File: src/rtl/result_writer.sv
// rtl/result_writer.sv - packs value/repeat-count pairs into a result memory with header word.
// Optional running checksum of stored words: define RESULT_WRITER_CHECKSUM_EN.
module result_writer #(
  parameter int DATA_W = 8,
  parameter int DEPTH  = 256,
  parameter int ADDR_W = 8
) (
  input  logic              clk,
  input  logic              resetn,
  input  logic              start,
  input  logic              in_valid,
  input  logic [DATA_W-1:0] in_data,
  input  logic              rep_valid,
  input  logic [DATA_W-1:0] rep_count,
  input  logic              in_done,
  input  logic [ADDR_W-1:0] rd_addr,
  output logic [DATA_W-1:0] rd_data,
  output logic              busy,
  output logic              done,
  output logic [DATA_W-1:0] pair_cnt,
  output logic              overflow,
  output logic              err,
  output logic [DATA_W-1:0] checksum
);

  localparam int                MAX_PAIRS   = (DEPTH - 1) / 2;
  localparam logic [DATA_W-1:0] MAX_PAIRS_W = DATA_W'(MAX_PAIRS);

  typedef enum logic [1:0] {S_IDLE, S_COLLECT, S_HEADER, S_DONE} state_t;

  state_t            state, state_nxt;
  logic [DATA_W-1:0] mem [0:DEPTH-1];
  logic              pending, pending_nxt;
  logic [DATA_W-1:0] pair_cnt_nxt;
  logic              overflow_nxt, err_nxt;
  logic              val_we, cnt_we, hdr_we, run_start;
  logic [ADDR_W-1:0] val_addr, cnt_addr;
  logic              full;

  // Value of pair n lives at 2n+1, its count at 2n+2; word 0 is the header.
  assign val_addr = ADDR_W'({pair_cnt, 1'b1});
  assign cnt_addr = val_addr + ADDR_W'(1);
  assign full     = (pair_cnt == MAX_PAIRS_W);
  assign busy     = (state == S_COLLECT) || (state == S_HEADER);
  assign done     = (state == S_DONE);

  always_comb begin
    state_nxt    = state;
    pair_cnt_nxt = pair_cnt;
    pending_nxt  = pending;
    overflow_nxt = overflow;
    err_nxt      = err;
    val_we       = 1'b0;
    cnt_we       = 1'b0;
    hdr_we       = 1'b0;
    run_start    = 1'b0;
    case (state)
      S_IDLE: begin
        if (start) begin
          run_start    = 1'b1;
          state_nxt    = S_COLLECT;
          pair_cnt_nxt = '0;
          pending_nxt  = 1'b0;
          overflow_nxt = 1'b0;
          err_nxt      = 1'b0;
        end
      end
      S_COLLECT: begin
        // Pending is tracked even when full so a dropped pair raises no ordering error.
        if (in_valid) begin
          if (pending && !rep_valid) err_nxt = 1'b1;
          if (full) overflow_nxt = 1'b1;
          else      val_we       = 1'b1;
          pending_nxt = 1'b1;
        end
        if (rep_valid) begin
          if (pending || in_valid) begin
            if (!full) begin
              cnt_we       = 1'b1;
              pair_cnt_nxt = pair_cnt + DATA_W'(1);
            end
            pending_nxt = 1'b0;
          end else begin
            err_nxt = 1'b1;
          end
        end
        if (in_done) begin
          if (pending_nxt) err_nxt = 1'b1;
          pending_nxt = 1'b0;
          state_nxt   = S_HEADER;
        end
      end
      S_HEADER: begin
        hdr_we    = 1'b1;
        state_nxt = S_DONE;
      end
      S_DONE:  state_nxt = S_IDLE;
      default: state_nxt = S_IDLE;
    endcase
  end

  always_ff @(posedge clk or negedge resetn) begin
    if (!resetn) begin
      state    <= S_IDLE;
      pair_cnt <= '0;
      pending  <= 1'b0;
      overflow <= 1'b0;
      err      <= 1'b0;
    end else begin
      state    <= state_nxt;
      pair_cnt <= pair_cnt_nxt;
      pending  <= pending_nxt;
      overflow <= overflow_nxt;
      err      <= err_nxt;
    end
  end

  // Result storage is deliberately left out of reset so results survive a reset.
  always_ff @(posedge clk) begin
    if (val_we) mem[val_addr] <= in_data;
    if (cnt_we) mem[cnt_addr] <= rep_count;
    if (hdr_we) mem[0]        <= pair_cnt;
  end

  always_ff @(posedge clk or negedge resetn) begin
    if (!resetn) rd_data <= '0;
    else         rd_data <= mem[rd_addr];
  end

`ifdef RESULT_WRITER_CHECKSUM_EN
  logic [DATA_W-1:0] sum_q, sum_nxt;

  always_comb begin
    sum_nxt = sum_q;
    if (run_start) begin
      sum_nxt = '0;
    end else begin
      if (val_we) sum_nxt = sum_nxt + in_data;
      if (cnt_we) sum_nxt = sum_nxt + rep_count;
    end
  end

  always_ff @(posedge clk or negedge resetn) begin
    if (!resetn) sum_q <= '0;
    else         sum_q <= sum_nxt;
  end

  assign checksum = sum_q;
`else
  assign checksum = '0;
`endif

endmodule

File: config.mk
export PLATFORM = sky130hd
export DESIGN_NAME = result_writer
export DESIGN_NICKNAME = d
export VERILOG_FILES = /design/src/rtl/result_writer.sv
export SDC_FILE = /design/constraint.sdc
export NUM_CORES = 2
export LEC_CHECK = 0
export BUFFER_PORTS_ARGS = -buffer_cell sky130_fd_sc_hd__buf_4
export CAP_MARGIN = 20
export CORE_MARGIN = 2
export CORE_UTILIZATION = 59
export CTS_BUF_LIST = sky130_fd_sc_hd__clkbuf_4 sky130_fd_sc_hd__clkbuf_8 sky130_fd_sc_hd__clkbuf_16
export CTS_CLUSTER_DIAMETER = 30
export DETAILED_ROUTE_END_ITERATION = 12
export HOLD_SLACK_MARGIN = 0.02
export PLACE_DENSITY = 0.83
export SLEW_MARGIN = 20
export SYNTH_ARGS = -nofsm -noshare
export SYNTH_HDL_FRONTEND = slang
export SYNTH_SLANG_ARGS = --single-unit
File: constraint.sdc
create_clock -name clk -period 5.25 [get_ports clk]
set_clock_uncertainty 0.05 [all_clocks]
set_input_delay 0 -clock clk [delete_from_list [all_inputs] [get_ports clk]]
set_output_delay 0 -clock clk [all_outputs]
set_load 0.1 [all_outputs]
Word-level counts from Yosys, hierarchy flattened:

Memory sizes are Yosys's and may differ from the RTL's. A register that Yosys moved wholly into a read port is not among the register bits.
Cells that the tools add are included.

* logic and storage cells: 72
* bits of input ports: 30
* memory bits (writable): 2048
* memories: 1
* flip-flop bits (word level): 13
* output and inout port bits: 28

Memories
* mem: depth 256, bits a word 8, rd ports 1, clocked after memory_dff 1, write ports 2, line 32 `logic [DATA_W-1:0] mem [0:DEPTH-1];`

* reductions and logical operators: 12
* add/sub/neg operators: 2
* equal/unequal tests: 11
* muxes and demuxes: 41

Operators with widths (count)
* $mux W8: 6
* $mux W1: 28
* $add A8 B1 Y8 const B: 2
* $pmux W8 S2: 1
* $ne A2 B2 Y1 const B: 6
* $eq A8 B7 Y1 const B: 1
* $pmux W2 S4: 1
* $reduce_or A8 Y1: 1
* $pmux W1 S2: 3
* $reduce_and A5 Y1: 1
* $eq A2 B2 Y1 const B: 2
* $mux W2: 2
* $reduce_and A2 Y1: 2
* $reduce_and A4 Y1: 1
* $eq A2 B1 Y1 const B: 1
* $logic_not A1 Y1: 2
* $logic_not A2 Y1: 1
* $logic_or A1 B1 Y1: 2
* $ne A2 B1 Y1 const B: 1
* $reduce_bool A2 Y1: 1
* $logic_and A1 B1 Y1: 1

Longest topological paths before layout:

* depth after elaboration: 9
* mapped depth: 13
* depth with buffers taken out: 8

Least setup slack after synthesis:

OpenSTA, ideal clock, no wires.

* path type: register -> register
* start: register pair_cnt[4]
* end: memory mem[101][4], data pin
* stages on the path, launching flop included: 6
* data required time: 4566 ps
* setup time: 634 ps
* slack: 685 ps
* data arrival time: 3881 ps
* clock period less this slack: 4565 ps
* buffers on the path: 4
* path through: dfrtp_1 -> buf_2 -> buf_2 -> mux2_2 -> clkbuf_1 -> clkbuf_1

RTL lines
* start: declaration: line 20 `output logic [DATA_W-1:0] pair_cnt,`
* start signal: assignment: line 111 `pair_cnt <= pair_cnt_nxt;`
* end: declaration: line 32

==> impl_results.md <==
- Via count of the first global-routing pass: 58530
- Most frequent cells in the layout: 2048 x edfxtp_1, 1008 x mux2_2, 379 x mux4_2
- Max-slew violation count: 0
- GPL Wtd Cong: 0.9286
- Root buf cell: clkbuf_16
- Syn_area_per_cell: 17.38 µm²
- Critical path class: reg -> reg
- Met3 wire len: 44440 µm
- Tot GR Track Use: 0.3396
- Power, Total: 51.26 mW
- Commonest non-fill, non-tap cell in the layout: edfxtp_1
- GR Overflow Total: 0
- CTS sink cnt: 2069
- Final setup margin: 549.7 ps
- Crit path largest cell delay: 780 ps
- Final Hold Vio Count: 0
- Area contributors post-synth: edfxtp_1 65%, mux2_2 12%, mux4_2 9.0%
- Slew @ Worst Pin: 1211 ps
- Largest net degree at the start of global routing: 157
- Met2 wire len: 124800 µm
- Vias post-DR: 58310
- Clock buffer depth: 4
- Hold depth: 2
- Pwr Density: 464.2 mW/mm²
- PortBufs: 49
- Finished Layout Cells: 8057
- Warnings, synthesis: 0
- Outcome: finished, final reports clean
- Chip Height: 405.8 µm
- Peak Freq: 212.8 MHz
- Placed instance area: 0.09744 mm²
- Post-route ant nets: 0
- DR WL/cell: 34.71 µm
- Crit-path slowest cell: nor2_1
- TritonCTS clock tree: yes
- First-pass GRT wire length: 403200 µm
- Fin crit period: 4700 ps
- Unique masters post-synth: 85
- Initial antenna violation count: 10
- Setup TNS: 0 ps
- Async S/R FF share, synth: 0.01015
- CP cell instances: ha_1 -> nand2_1 -> or2_1 -> xnor2_1 -> nor2_1 -> nand2_1 -> nor2_2 -> mux2_2
- Core area: 0.1604 mm²
- Row count: 147
- Worst-skew pair later-pin latency: 950 ps
- Initial Utilization: 0.5937
- Dpl hpwl: 151100 µm
- Layout cells sized above 1: 0.4064
- Final period util: 0.8953
- WHS: 90.38 ps
- Layout Area Growth over Synthesis: 15.97%
- Standby leakage power: 36.95 nW
- Worst path most repeated cell: nand2_1
- Post-place setup slack: 704.7 ps
- Post-synth EDFFs: 2048
- Setup violators final: 0
- Starting DRT DRC Count: 10050
- Placed cells: 7360
- RSZ-0062 raised after global routing: no
- FF-to-FF path depth: 8
- Yosys top cell area share: 0.6458
- Max H-tree Level: 5
- Req. time, crit path: 5860 ps
- Synthesized instance count: 5479
- Die X: 405.8 µm
- Max Cap Viol: 0
- Detailed Route WL: 279700 µm
- Hold Path Class: in -> reg
- Num CTS Buffers: 371
- Top_reg_cell synth: edfxtp_1
- Clock transition at path regs: 60 ps
- Post-synth top area cell: edfxtp_1
- CP Capture Type: register
- Post-synthesis sequential area ratio: 0.6513
- Resized cells post-CTS: 0
- Post-Syn Area: 0.09523 mm²
- Vias/cell: 7.237
- Worst-case vdd ir drop: 844.7 µV
- # fillers: 9235
- Max_slew headroom: 0.1815
- Startpoint Class: register
- Post-route cell area: 0.1104 mm²
- Critical Path AT: 5310 ps
- Io pins: 58
- Pre-antenna DRT Iters: 10
- #FFs+latches synth: 2069
- DIE AREA: 0.1646 mm²
- Met1 wire length: 93950 µm
- Final core occ: 0.6885
- Top layer used by detailed routing: met5
- Largest fanout on the critical path: 13
- Final Net Count: 5642
- Residual DRC: 0
## flip-flops by register name, summed over array words and instances, names as in the netlist
| register | flops |
|---|---|
| err | 1 |
| mem | 2048 |
| overflow | 1 |
| pair_cnt | 8 |
| pending | 1 |
| rd_data | 8 |
| state | 2 |
## timing repair
item | in CTS | in global routing
hold endpoints to repair | 819 | 0
hold buffers | 31 | 0
setup buffers | 0 | 0
## worst max-delay path, delay by kind of cell, from the launching register on
kind          cells  cell delay [ps]
mux               1              410
xor+xnor          1              210
simple gates      5             2580
flops             1              620
fa+ha+maj         1              520
## cell families (layout without fill, tap and decap cells)
group                      Yosys count  count (layout)  share of synthesized area
xor gates and xnor gates             7               7                  0.0008014
DFF                               2069            2069                     0.6513
adders and majority gates            6               6                  0.0007883
buffers and inverters              531             936                    0.02872
muxes                             1648            1648                     0.2405
AOI/OAI and AO/OA                  552             552                    0.03913
other                                1              14                 0.00003938
and+or+nand+nor                    665             665                    0.03864
## area by class of cell
class,instances,area (µm²),share of cell area
multi-input cells,2886,30700,0.2780
diodes,6,15.01,0.0001360
clock inverters,256,2994,0.02711
inverters,33,125.1,0.001133
flip-flops and latches,2069,62020,0.5617
clock buffers,402,9634,0.08724
well taps,2160,2703,0.02447
repair buffers,245,2235,0.02024
## power breakdown
part | switching [mW] | total, mW | internal (mW) | leakage [nW]
registers | 0.0630 | 19.7 | 19.7 | 18.8
logic | 4.50 | 7.12 | 2.62 | 12.0
clock network | 8.65 | 24.4 | 15.8 | 6.13
## per-layer routing
metal,track usage,vias up
li1,-,22400
met1,0.4435,29390
met2,0.4988,5375
met3,0.1283,1130
met4,0.1757,10
met5,0,-
## synth_stat cells (all sizes together) (3+ instances only)
cell type,number
dfrtp,21
nor4b,3
clkbuf,308
or4,3
nand3b,4
mux2i,211
a32o,3
a31oi,25
inv,33
o21bai,3
buf,187
xnor2,4
and3,5
edfxtp,2048
nand4,17
a211oi,28
a2111oi,11
xor2,3
nor4,6
a221oi,7
a211o,6
o22ai,77
mux4,402
or2,5
o221a,4
mux2,1035
a21oi,120
o31ai,5
o21ai,65
nand2b,17
nand2,180
nor3,45
nor2,304
nor2b,22
o221ai,53
a22o,18
or3,6
and2,11
nand3,25
o22a,5
nor3b,5
ha,6
a22oi,103
and3b,3
## worst paths after layout
path                                  start           to  slack (ps)
worst max-delay path            pair_cnt[0]   mem[88][2]         550
worst min-delay path             in_data[1]  mem[195][1]          90
worst max register to register  pair_cnt[0]   mem[88][2]         550
worst min register to register     state[0]     state[0]         540
max in group asynchronous            resetn   rd_data[1]        4360
min in group asynchronous            resetn  pair_cnt[7]         560
Note: power is estimated with default switching activity, not from simulation.
